File: config.mk
export PLATFORM = sky130hd
export DESIGN_NAME = pipeline_driver
export DESIGN_NICKNAME = d
export VERILOG_FILES = /design/src/rtl/pipeline_driver.sv
export SDC_FILE = /design/constraint.sdc
export NUM_CORES = 1
export LEC_CHECK = 0
export ABC_AREA = 0
export CAP_MARGIN = 40
export CORE_MARGIN = 5
export CORE_UTILIZATION = 40
export CTS_BUF_LIST = sky130_fd_sc_hd__clkbuf_8
export DETAILED_ROUTE_END_ITERATION = 10
export PLACE_DENSITY = 0.68
export RECOVER_POWER = 50
export SETUP_SLACK_MARGIN = 0.1
export SYNTH_ARGS = -nofsm -noshare
export SYNTH_HDL_FRONTEND = slang
export SYNTH_SLANG_ARGS = --single-unit
File: constraint.sdc
create_clock -name clock -period 7.4 [get_ports clock]
set_input_delay 1.48 -clock clock [delete_from_list [all_inputs] [get_ports clock]]
set_output_delay 1.48 -clock clock [all_outputs]
set_load 0.03 [all_outputs]
File: src/rtl/pipeline_driver.sv
`default_nettype none
// ============================================================================
// pipeline_driver
//   LFSR stimulus driver and self-checker for enable-gated register pipelines.
//   Revision: 1.0
// ============================================================================
module pipeline_driver #(
    parameter int          WIDTH       = 8,
    parameter int          DEPTH       = 2,
    parameter int          NUM_VECTORS = 16,
    parameter logic [15:0] SEED        = 16'h0009
) (
    input  logic             clock,
    input  logic             reset,
    input  logic             start,
    output logic [WIDTH-1:0] a,
    output logic             en,
    input  logic [WIDTH-1:0] y,
    output logic             busy,
    output logic             done,
    output logic             pass,
    output logic             fail,
    output logic [15:0]      err_step,
    output logic [WIDTH-1:0] err_got,
    output logic [WIDTH-1:0] err_exp
);

    localparam logic [15:0] SEED_EFF   = (SEED == 16'h0000) ? 16'h0001 : SEED;
    localparam logic [15:0] LAST_STEP  = 16'(NUM_VECTORS - 1);
    localparam logic [3:0]  LAST_DRAIN = 4'(DEPTH);

    typedef enum logic [1:0] {
        S_IDLE  = 2'd0,
        S_RUN   = 2'd1,
        S_DRAIN = 2'd2,
        S_DONE  = 2'd3
    } state_t;

    state_t           r_state;
    state_t           w_state_nxt;
    logic             w_load;
    logic             w_mismatch;
    logic [15:0]      r_lfsr;
    logic [15:0]      w_lfsr_nxt;
    logic [15:0]      r_step;
    logic [15:0]      w_step_inc;
    logic [3:0]       r_drain;
    logic [WIDTH-1:0] r_model [DEPTH];
    logic [WIDTH-1:0] w_model_out;

    assign w_lfsr_nxt  = {r_lfsr[14:0], r_lfsr[15] ^ r_lfsr[13] ^ r_lfsr[12] ^ r_lfsr[10]};
    assign w_step_inc  = r_step + 16'd1;
    assign w_model_out = r_model[DEPTH-1];
    // Both y and the model are pre-edge values, so they line up with the DUT.
    assign w_mismatch  = ((r_state == S_RUN) || (r_state == S_DRAIN)) && (y != w_model_out);

    always_ff @(posedge clock or posedge reset) begin
        if (reset) begin
            r_state <= S_IDLE;
        end else begin
            r_state <= w_state_nxt;
        end
    end

    always_comb begin
        w_state_nxt = r_state;
        w_load      = 1'b0;
        busy        = (r_state == S_RUN) || (r_state == S_DRAIN);
        done        = (r_state == S_DONE);
        case (r_state)
            S_IDLE, S_DONE: begin
                if (start) begin
                    w_state_nxt = S_RUN;
                    w_load      = 1'b1;
                end
            end
            S_RUN: begin
                if (w_mismatch) begin
                    w_state_nxt = S_DONE;
                end else if (r_step == LAST_STEP) begin
                    w_state_nxt = S_DRAIN;
                end
            end
            S_DRAIN: begin
                if (w_mismatch || (r_drain == LAST_DRAIN)) begin
                    w_state_nxt = S_DONE;
                end
            end
            default: w_state_nxt = S_IDLE;
        endcase
    end

    always_ff @(posedge clock or posedge reset) begin
        if (reset) begin
            a        <= '0;
            en       <= 1'b0;
            pass     <= 1'b0;
            fail     <= 1'b0;
            err_step <= '0;
            err_got  <= '0;
            err_exp  <= '0;
            r_lfsr   <= SEED_EFF;
            r_step   <= '0;
            r_drain  <= '0;
            for (int i = 0; i < DEPTH; i++) begin
                r_model[i] <= '0;
            end
        end else begin
            // Expected-output model mirrors the DUT contract: shift on driven en.
            if (w_load) begin
                for (int i = 0; i < DEPTH; i++) begin
                    r_model[i] <= '0;
                end
            end else if (en) begin
                r_model[0] <= a;
                for (int i = 1; i < DEPTH; i++) begin
                    r_model[i] <= r_model[i-1];
                end
            end

            if (w_load) begin
                a        <= SEED_EFF[WIDTH-1:0];
                en       <= 1'b1;
                r_lfsr   <= SEED_EFF;
                r_step   <= '0;
                r_drain  <= '0;
                pass     <= 1'b0;
                fail     <= 1'b0;
                err_step <= '0;
                err_got  <= '0;
                err_exp  <= '0;
            end else if (w_mismatch) begin
                a        <= '0;
                en       <= 1'b0;
                fail     <= 1'b1;
                err_step <= r_step;
                err_got  <= y;
                err_exp  <= w_model_out;
            end else if (r_state == S_RUN) begin
                r_lfsr <= w_lfsr_nxt;
                r_step <= w_step_inc;
                if (r_step == LAST_STEP) begin
                    a       <= '0;
                    en      <= 1'b1;
                    r_drain <= '0;
                end else begin
                    a  <= w_lfsr_nxt[WIDTH-1:0];
                    en <= (w_step_inc[1:0] != 2'd3);
                end
            end else if (r_state == S_DRAIN) begin
                if (r_drain == LAST_DRAIN) begin
                    a    <= '0;
                    en   <= 1'b0;
                    pass <= 1'b1;
                end else begin
                    r_drain <= r_drain + 4'd1;
                    r_step  <= w_step_inc;
                end
            end
        end
    end

endmodule
`default_nettype wire

== Word level (Yosys, flattened, before mapping) ==
Cells that the tools add are included.

* Output and inout bits: 45
* Bits of input ports: 11
* Word-level logic and storage cells: 99
* Flip-flop bits (word level): 97

* Add/sub/neg operators: 2
* Eq/ne operators: 14
* Bitwise operators: 3
* Muxes and demuxes: 48
* Reductions and logical operators: 19

{| class="wikitable"
|+ Operators with widths
! kind !! number
|-
| 2-to-1 mux 16 bit || 12
|-
| 2-to-1 mux 8 bit || 10
|-
| 2-to-1 mux 4 bit || 6
|-
| adder 16 x 1 -> 16 bit (second input constant) || 1
|-
| equality test 16 x 4 -> 1 bit (second input constant) || 1
|-
| 2-to-1 mux 1 bit || 15
|-
| nonzero test 2 bit || 5
|-
| 2-to-1 mux 2 bit || 4
|-
| inequality test 2 bit (second input constant) || 4
|-
| inequality test 8 bit || 1
|-
| AND reduction 4 bit || 2
|-
| nonzero test 4 bit || 2
|-
| inequality test 3 x 2 -> 1 bit (second input constant) || 2
|-
| case mux 2 bit (3 select lines) || 1
|-
| AND reduction 3 bit || 2
|-
| adder 4 x 1 -> 4 bit (second input constant) || 1
|-
| equality test 2 bit (second input constant) || 2
|-
| equality test 4 x 2 -> 1 bit (second input constant) || 1
|-
| AND reduction 2 bit || 2
|-
| inequality test 3 bit (second input constant) || 1
|-
| nonzero test 3 bit || 1
|-
| bitwise XOR 1 bit || 3
|-
| equality test 2 x 1 -> 1 bit (second input constant) || 1
|-
| logical NOT 2 bit || 1
|-
| other kinds (4) || 5
|}

== Depth between registers and ports, before layout ==
Gate-level depths: netlist (run 1).

* Depth in word-level cells: 7
* Depth in mapped cells: 9
* Mapped depth without buffers: 7

== Least setup slack after synthesis (run 1) ==
No wires, ideal clock.

* Path kind: input-to-reg
* Start: in y[5]
* End: reg r_drain[0]
* Stages on the path: 6
* Path buffers: 1
* Setup slack: 4.422 ns
* Arrival: 2.852 ns
* Cell sequence: xor2_1 nor4_4 a41oi_2 buf_6 or2_1 a221o_1

* Cells in the longest elaborated chain, start to end: 4

{| class="wikitable"
|+ Ends and longest elaborated chain
! item !! RTL line !! text
|-
| start, declared || 18 || <nowiki>input logic [WIDTH-1:0] y,</nowiki>
|-
| inequality test 8 bit || 55 || <nowiki>assign w_mismatch = ((r_state == S_RUN) || (r_state == S_DRAIN)) && (y != w_model_out);</nowiki>
|-
| logical AND 1 bit || 55 ||
|-
| inequality test 2 bit (no source line) || n/a ||
|-
| AND reduction 4 bit (no source line) || n/a ||
|-
| end signal, assigned || 156 || <nowiki>r_drain <= r_drain + 4'd1;</nowiki>
|-
| end, declared || 47 || <nowiki>logic [3:0] r_drain;</nowiki>
|}

Every way passes these cells.
A chain may end at the register's enable or synchronous reset.

== Worst setup path in the final report (run 1) ==
* Start: in start
* End: reg r_step[5]

* Cells in the longest elaborated chain, start to end: 4
* Elaborated cells between the ends (all ways): 7

{| class="wikitable"
|+ Ends and longest elaborated chain
! item !! RTL line !! text
|-
| start, declared || 15 || <nowiki>input logic start,</nowiki>
|-
| 2-to-1 mux 1 bit * || 72 || <nowiki>if (start) begin</nowiki>
|-
| 2-to-1 mux 1 bit * || 70 || <nowiki>case (r_state)</nowiki>
|-
| inequality test 3 bit (no source line) (tied with other cells) || n/a ||
|-
| AND reduction 3 bit (no source line) || n/a ||
|-
| end signal, assigned || 141 || <nowiki>r_step <= w_step_inc;</nowiki>
|-
| end signal, assigned || 157 || <nowiki>r_step <= w_step_inc;</nowiki>
|-
| end, declared || 45 || <nowiki>logic [15:0] r_step;</nowiki>
|}

Mark *: on every way between the ends. The rest lies on a longest branch, timed or not.

==> flow_metrics.py, run 1 <==
metrics = {
    "final_layout": {
        "fillers": 1054,
        "drive_gt1_share_pct": 6.61,
        "area_growth_pct": 20.1,
        "antenna_cells": 0,
        "ff_latch_area_sq_um": 2430,
        "final_core_util_pct": 48.5,
        "nets": 528,
        "multiInputGateArea_sq_um": 1980,
    },
    "pwr": {
        "p_sw_share_pct": 44.5,
        "p_total_mw": 2.16,
        "p_leak_nw": 2.42,
        "vdd_ir_drop_max_v": 0.000193,
        "intPower_mw": 1.20,
        "pwr-share-seq_pct": 34.1,
        "power-per-cell-area_nw_per_um2": 394,
        "switchingPower_mw": 0.962,
        "combinationalPowerShare_pct": 46.8,
        "clkPwrFrac_pct": 19.1,
    },
    "setup_path": {
        "path_delay_family": "buffers and inverters",
        "crit_path_start_kind": "primary input",
        "slowest_stage": "clkbuf_1",
        "cp_slowest_stage_delay_ps": 1140,
        "crit_arrival_ps": 4550,
        "crit_type": "in -> reg",
        "critPathRequiredTime_ps": 7650,
        "endpoint_kind": "flop",
        "cp_max_fo": 33,
        "path_buf_inv": 2,
        "cp_cell_sequence": "dlygate4sd3_1 -> nand2_1 -> clkbuf_1 -> nand3_1 -> o41ai_1",
    },
    "clocking": {
        "cts-hold-fix-buffers": 0,
        "root_buffer": "clkbuf_8",
        "numCtsBuffers": 9,
        "cts_tree": "built",
        "htreeDepth": 3,
        "clock_path_buffers": 2,
        "cts_resized": 0,
        "clock_latency_ps": 360,
        "clk_pin_slew_ps": 90,
        "postCtsSetupBuffers": 0,
        "cts_sinks": 97,
    },
    "place": {
        "portBuffers": 55,
        "hpwl_mm": 7.35,
        "gp_congestion": 0.820,
    },
    "global_route": {
        "antenna_found_initial": 0,
        "grt_overflow_total": 0,
        "grt_pass1_vias": 3558,
        "grt_pass1_wl_mm": 17.8,
        "grt_usage_pct": 16.4,
        "grt_max_degree": 69,
    },
    "flow_run": {
        "cap_viol_max_count": 4,
    },
    "drt": {
        "wire_per_inst_um": 16.0,
        "num_vias": 3585,
        "drt-initial-drc-count": 310,
        "drt-total-wl_mm": 10.5,
        "drc_errors": 0,
        "ant_nets": 0,
        "firstDrtPassIters": 4,
        "viasPerCell": 5.46,
    },
    "run_status": {
        "violations": "capacitance limit, slew limit",
        "status": "complete, but fails checks",
    },
    "logic_synthesis": {
        "yosysTopAreaCellShare_pct": 52.0,
        "synthCells": 464,
        "netlist-cell-type-count": 50,
        "synth_warnings": 0,
        "syn-num-nets": 482,
        "synth_common_cells": "95 x dfrtp_1, 89 x nand2_1, 55 x o21ai_1, 25 x nor2_1, 18 x clkbuf_1",
        "synth_edf_count": 0,
        "synthFlopType": "dfrtp_1",
        "syn_area_sq_um": 4570,
        "yosysSeqAreaShare_pct": 53.2,
        "ys_top_cells_by_area": "dfrtp_1 52%, nand2_1 7.3%, o21ai_1 6.0%",
        "ys_seq_elements": 97,
        "yosysTopAreaCell": "dfrtp_1",
        "synth_most_common_cell": "dfrtp_1",
        "avgSynthCellArea_sq_um": 9.85,
        "async_reset_ff_share_pct": 100,
    },
    "floorplan": {
        "start_util_pct": 40.4,
        "die_area_sq_um": 13700,
        "die_w_um": 117,
        "chipHeight_um": 117,
        "pin_count": 56,
        "core_area_sq_um": 11300,
        "rows": 39,
    },
    "sta": {
        "finalSetupTns_ps": 0,
        "max_slew_margin_pct": -70.9,
        "rsz0062_at_grt": "false",
        "drv_slew": 162,
        "tightest_slew_ps": 2560,
        "fmax_mhz": 233,
        "fin_crit_ps": 4300,
        "skew_ps": 8.66,
        "period_share_pct": 58.1,
        "finalHoldViolCount": 0,
        "setup_viol_count_final": 0,
    },
    "worst_hold_path": {
        "holdCritPathClass": "reg -> reg",
    },
}
## worst paths after layout
path | startpoint | slack [ps] | to | cells past startpoint
max | start | 3100 | r_step[5] | 5
min | r_lfsr[7] | 490 | r_lfsr[7] | 1
max reg2reg | r_state[0] | 3890 | r_step[5] | 6
min reg2reg | r_lfsr[7] | 490 | r_lfsr[7] | 1
max in group asynchronous | reset | 3120 | err_got[2] | 3
min in group asynchronous | reset | 1550 | r_step[4] | 2
## placed cells by master (no fill, tap or decap), types with 3 or more instances in the layout
| master | instances |
|---|---|
| a21oi_1 | 10 |
| a22o_1 | 9 |
| a41oi_1 | 4 |
| and3_1 | 5 |
| and4_1 | 4 |
| buf_4 | 3 |
| bufinv_16 | 3 |
| clkbuf_1 | 4 |
| clkbuf_8 | 9 |
| clkdlybuf4s50_1 | 49 |
| dfrtp_1 | 95 |
| dlygate4sd3_1 | 6 |
| ha_1 | 7 |
| inv_1 | 11 |
| mux2_2 | 7 |
| mux2i_1 | 16 |
| nand2_1 | 89 |
| nand3_1 | 6 |
| nand4_1 | 6 |
| nor2_1 | 25 |
| nor3_1 | 6 |
| nor3b_1 | 7 |
| nor4_1 | 7 |
| o21ai_0 | 14 |
| o21ai_1 | 54 |
| o31ai_1 | 10 |
| o41ai_1 | 3 |
| xnor2_1 | 4 |
| xor2_1 | 7 |
## power by group through the flow
stage / Combinational (mW) / Sequential, mW / Clock (mW)
finish: 1.01 / 0.737 / 0.413
global route: 1.12 / 0.751 / 0.448
CTS: 1.02 / 0.737 / 0.424
detailed placement: 1.02 / 0.746 / 0
global placement: 0.963 / 0.743 / 0
floorplan: 0.656 / 0.800 / 0
## worst register-to-register path, stage by stage, from the launching register on
cell      delay, ps
dfrtp_1         440
inv_1            80
ha_1            440
nand2_1         430
clkbuf_1       1140
nand3_1         480
o41ai_1         390
## flip-flops by register name, indices dropped and copies added, names as in the netlist
name / count
err_step: 16
r_lfsr: 16
r_step: 16
a: 8
err_exp: 8
err_got: 8
r_model: 8
w_model_out: 8
r_drain: 4
r_state: 2
en: 1
fail: 1
pass: 1
## logic make-up (layout without fill, tap and decap cells)
group	count (synthesis)	count (layout)	synth area share, %
DFF	97	97	53.2
muxes	23	23	5.23
AOI/OAI and AO/OA	119	119	16.4
buffers and inverters	40	90	3.78
xor gates and xnor gates	11	11	2.11
and+or+nand+nor	167	167	17.4
adders and majority gates	7	7	1.92
## per-layer routing
| metal | vias to the layer above | track usage [%] | wire [um] |
|---|---|---|---|
| met2 | 88 | 25.4 | 4920 |
| met4 | 0 | 7.03 | 209 |
| met3 | 16 | 2.37 | 407 |
| met5 | - | 0 | 0 |
| li1 | 1729 | - | - |
| met1 | 1752 | 23.0 | 4970 |
## per-stage QoR
step           cells  worst slack [ps]  cell area, sq um  hold slack, ps
2_1_floorplan    464              3390              4570             451
3_5_place_dp     642              3360              5280             482
6_report         657              3100              5490             493
5_1_grt          657              2460              5490             520
4_1_cts          657              3620              5520             497
3_3_place_gp     639              3120              5220             468
## layout make-up
cell class	count	area share (%)
inverters	12	0.844
repair buffers	63	11.2
clock inverters	6	2.12
multi-input cells	327	36.0
clock buffers	9	2.26
flip-flops and latches	97	44.3
well taps	143	3.26
No activity file was read; power rests on OpenSTA's default activity.
==> run 2, diff against run 1 <==
==> constraint.sdc (replaced) <==
create_clock -name clock -period 4.2 [get_ports clock]
set_input_delay 0.84 -clock clock [delete_from_list [all_inputs] [get_ports clock]]
set_output_delay 0.84 -clock clock [all_outputs]
set_load 0.03 [all_outputs]
==> flow_metrics.py, run 2 (synthesis results as in run 1) <==
metrics = {
    "clocking": {
        "root_buffer": "clkbuf_8",
        "cts_resized": 0,
        "clk_pin_slew_ps": 90,
        "htreeDepth": 3,
        "cts_tree": "built",
        "clock_path_buffers": 2,
        "clock_latency_ps": 370,
        "postCtsSetupBuffers": 0,
        "cts_sinks": 97,
        "cts-hold-fix-buffers": 0,
        "numCtsBuffers": 9,
    },
    "place": {
        "dp.cells": 643,
        "hpwl_mm": 7.07,
        "portBuffers": 55,
        "dp_slack_ps": 1080,
        "gp_congestion": 0.845,
    },
    "floorplan": {
        "core_area_sq_um": 11300,
        "die_area_sq_um": 13700,
        "chipHeight_um": 117,
        "rows": 39,
        "start_util_pct": 40.4,
        "pin_count": 56,
        "die_w_um": 117,
    },
    "worst_hold_path": {
        "holdCritPathClass": "reg -> reg",
        "hp-start": "r_lfsr[7]",
        "whs_path_depth": 1,
        "hold_end": "r_lfsr[7]",
    },
    "setup_path": {
        "critPathLaunch": "start",
        "r2r_end": "a[0]",
        "rrSetupSlack_ps": 1080,
        "crit_path_start_kind": "primary input",
        "crit_arrival_ps": 3500,
        "cp_max_fo": 24,
        "critPathRequiredTime_ps": 4510,
        "r2r_start": "r_state[0]",
        "crit_type": "in -> reg",
        "ff2ff_path_depth": 7,
        "endpoint_kind": "flop",
    },
    "run_status": {
        "status": "complete, but fails checks",
        "violations": "capacitance limit, slew limit",
    },
    "drt": {
        "viasPerCell": 5.37,
        "wire_per_inst_um": 15.5,
        "firstDrtPassIters": 5,
        "ant_nets": 0,
        "drc_errors": 0,
        "drt-total-wl_mm": 10.2,
        "num_vias": 3542,
        "drt-initial-drc-count": 216,
    },
    "pwr": {
        "power-per-cell-area_nw_per_um2": 691,
        "vdd_ir_drop_max_v": 0.000305,
        "p_leak_nw": 2.43,
    },
    "sta": {
        "setup_viol_count_final": 0,
        "fmax_mhz": 314,
        "skew_ps": 14.1,
        "rsz0062_at_grt": "false",
        "setup_ws_ps": 1010,
        "drv_slew": 46,
        "finalHoldViolCount": 0,
        "fin_crit_ps": 3190,
        "period_share_pct": 75.9,
        "max_slew_margin_pct": -39.9,
        "tightest_slew_ps": 2090,
        "finalSetupTns_ps": 0,
    },
    "global_route": {
        "grt_pass1_wl_mm": 17.3,
        "antenna_found_initial": 0,
        "grt_usage_pct": 16.1,
        "grt_max_degree": 56,
        "grt_overflow_total": 0,
        "grt_pass1_vias": 3439,
    },
    "final_layout": {
        "final_common_cell": "dfrtp_1",
        "nets": 529,
        "layout_common_cells": "95 x dfrtp_1, 89 x nand2_1, 55 x o21ai_1, 49 x clkdlybuf4s50_1, 25 x nor2_1",
        "fillers": 1043,
        "antenna_cells": 0,
        "drive_gt1_share_pct": 7.36,
        "fin_cells": 659,
        "area_growth_pct": 20.5,
        "reg.largest.list": "err_step: 16 flops, r_lfsr: 16 flops, r_step: 16 flops",
        "final_core_util_pct": 48.6,
    },
    "flow_run": {
        "cap_viol_max_count": 1,
    },
}
run 2: cell types whose count changed in the layout (fill, tap and decap cells not counted):
cell	previous run	this run
buf_12	0	2
buf_16	1	0
buf_4	3	6
clkbuf_1	4	1
inv_6	1	2
nor4_1	7	8
nor4_4	1	0
o21ai_0	14	13
o21ai_1	54	55
run 2: power by group:
| group | switching [mW] | internal, mW | total (mW) |
|---|---|---|---|
| sequential | 0.144 | 1.12 | 1.26 |
| combinational | 1.21 | 0.600 | 1.81 |
| clock | 0.332 | 0.402 | 0.733 |
run 2: critical path, cell delays in order:
cell,delay [ps]
clkdlybuf4s50_1,600
and2_0,640
clkbuf_1,870
nor2_1,200
nor3_1,180
mux2_2,170
run 2: area by class of cell:
cell class,count,area [sq um],share of cell area (%)
Multi-Input combinational cell,327,1960,35.6
Tap cell,143,179,3.25
Clock buffer,9,124,2.25
Sequential cell,97,2430,44.1
Clock inverter,7,125,2.27
Inverter,12,46.3,0.841
Timing Repair Buffer,64,639,11.6
run 2: worst max path at each step:
stage	to	slack, ps	cells after the start
after global routing	a[0]	670	7
final	a[0]	1010	6
after floorplan	a[0]	830	1
after CTS	busy	1070	4
after global placement	r_lfsr[14]	1140	7
after detailed placement	r_lfsr[8]	1080	7
run 2: metrics by stage:
step / cell area [sq um] / power [mW] / hold WS, ps
5_1_grt: 5510 / 4.07 / 512
4_1_cts: 5520 / 3.85 / 495
3_5_place_dp: 5280 / 3.10 / 481
6_report: 5510 / 3.80 / 493
3_3_place_gp: 5270 / 3.06 / 468
2_1_floorplan: 4570 / 2.57 / 451
run 2: routing by layer:
| metal | track usage, % | vias up | share of wire (%) |
|---|---|---|---|
| li1 | - | 1737 | - |
| met5 | 0 | - | 0 |
| met4 | 4.36 | 0 | 1.2 |
| met3 | 3.44 | 9 | 3.5 |
| met2 | 25.7 | 72 | 47 |
| met1 | 22.4 | 1724 | 48 |
==> run 3, diff against run 2 <==
==> constraint.sdc (replaced) <==
create_clock -name clock -period 3.25 [get_ports clock]
set_input_delay 0.65 -clock clock [delete_from_list [all_inputs] [get_ports clock]]
set_output_delay 0.65 -clock clock [all_outputs]
set_load 0.03 [all_outputs]
==> flow_metrics.py, run 3 (synthesis results as in run 1) <==
metrics = {
    "sta": {
        "skew_ps": 16.8,
        "finalSetupTns_ps": 0,
        "fmax_mhz": 341,
        "finalHoldViolCount": 0,
        "max_slew_margin_pct": 12.7,
        "tightest_slew_ps": 1310,
        "fin_crit_ps": 2930,
        "period_share_pct": 90.2,
        "hold-worst-slack_ps": 496,
        "rsz0062_at_grt": "false",
        "setup_viol_count_final": 0,
        "drv_slew": 0,
    },
    "setup_path": {
        "crit_type": "reg -> out",
        "ff2ff_path_depth": 8,
        "r2r_end": "a[0]",
        "crit_arrival_ps": 2280,
        "cp_max_fo": 9,
        "r2r_start": "r_state[0]",
        "crit_path_start_kind": "flop",
        "endpoint_kind": "primary output",
        "rrSetupSlack_ps": 510,
        "critPathRequiredTime_ps": 2600,
    },
    "worst_hold_path": {
        "whs_path_depth": 1,
        "holdCritPathClass": "reg -> reg",
        "hp-start": "r_lfsr[7]",
        "hold_end": "r_lfsr[7]",
    },
    "final_layout": {
        "drive_gt1_share_pct": 8.09,
        "final_core_util_pct": 48.3,
        "reg.largest.list": "err_step: 16 flops, r_lfsr: 16 flops, r_step: 16 flops",
        "nets": 532,
        "final_common_cell": "dfrtp_1",
        "area_growth_pct": 19.7,
        "antenna_cells": 0,
        "layout_common_cells": "95 x dfrtp_1, 89 x nand2_1, 55 x o21ai_1, 48 x clkdlybuf4s50_1, 25 x nor2_1",
    },
    "clocking": {
        "cts-hold-fix-buffers": 0,
        "clock_path_buffers": 2,
        "cts_resized": 0,
        "cts_tree": "built",
        "root_buffer": "clkbuf_8",
        "clock_latency_ps": 380,
        "clk_pin_slew_ps": 100,
        "numCtsBuffers": 9,
        "postCtsSetupBuffers": 0,
        "cts_sinks": 97,
        "htreeDepth": 3,
    },
    "floorplan": {
        "core_area_sq_um": 11300,
        "start_util_pct": 40.4,
        "chipHeight_um": 117,
        "die_area_sq_um": 13700,
        "die_w_um": 117,
        "rows": 39,
        "pin_count": 56,
    },
    "place": {
        "gp_congestion": 0.823,
        "portBuffers": 55,
        "hpwl_mm": 7.00,
    },
    "drt": {
        "viasPerCell": 5.39,
        "num_vias": 3570,
        "wire_per_inst_um": 15.5,
        "drc_errors": 0,
        "drt-initial-drc-count": 274,
        "ant_nets": 0,
        "firstDrtPassIters": 4,
        "drt-total-wl_mm": 10.3,
    },
    "pwr": {
        "vdd_ir_drop_max_v": 0.000594,
        "power-per-cell-area_nw_per_um2": 870,
        "p_leak_nw": 2.42,
    },
    "global_route": {
        "grt_pass1_vias": 3455,
        "grt_max_degree": 98,
        "antenna_found_initial": 0,
        "grt_pass1_wl_mm": 17.5,
        "grt_overflow_total": 0,
        "grt_usage_pct": 16.0,
    },
    "run_status": {
        "status": "completed",
    },
    "flow_run": {
        "cap_viol_max_count": 0,
    },
}
[run 3: cell count changes in the layout (fill, tap and decap cells not counted), moves of 2 or more]
cell and change:
bufinv_16 -3, clkinvlp_4 +2, buf_4 +3, inv_8 +2
[run 3: report_power, final]
group | leakage [nW] | total [mW] | internal (mW) | switching [mW]
Clock | 0.0936 | 0.762 | 0.293 | 0.468
Sequential | 1.31 | 1.63 | 1.45 | 0.183
Combinational | 1.02 | 2.37 | 0.800 | 1.57
[run 3: critical path: stages, from the launching register on]
cell and delay [ps]:
dfrtp_1 450, inv_1 80, ha_1 420, inv_1 240, clkdlybuf4s50_1 720
[run 3: worst max path at each step]
| stage | from | endpoint | slack, ps |
|---|---|---|---|
| after floorplan | y[5] | r_drain[0] | 1100 |
| after global placement | y[5] | r_lfsr[15] | 440 |
| after detailed placement | y[5] | r_lfsr[11] | 370 |
| after CTS | r_state[0] | busy | 310 |
| after global routing | r_state[0] | busy | 210 |
| final | r_state[0] | busy | 320 |
[run 3: area by class of cell]
cell class	instances	area [sq um]
Fill cell	1076	5850
Sequential cell	97	2430
Multi-Input combinational cell	327	1980
Timing Repair Buffer	67	649
Tap cell	143	179
Clock buffer	9	124
Clock inverter	7	61.3
Inverter	12	48.8
[run 3: per-layer routing]
metal	track usage [%]	part of all wire [%]	vias to the layer above
met1	22.7	48	1743
li1	-	-	1740
met3	3.03	4.1	13
met4	5.35	1.6	0
met2	24.6	46	74
met5	0	0	-
[run 3: through the flow]
stage / cells / power, mW / setup slack (ps) / instance area, sq um
final: 662 / 4.76 / 318 / 5470
after global placement: 645 / 3.97 / 441 / 5290
after global routing: 662 / 5.08 / 212 / 5470
after detailed placement: 646 / 4.04 / 367 / 5300
after CTS: 662 / 4.80 / 309 / 5490
after floorplan: 464 / 3.32 / 1100 / 4570
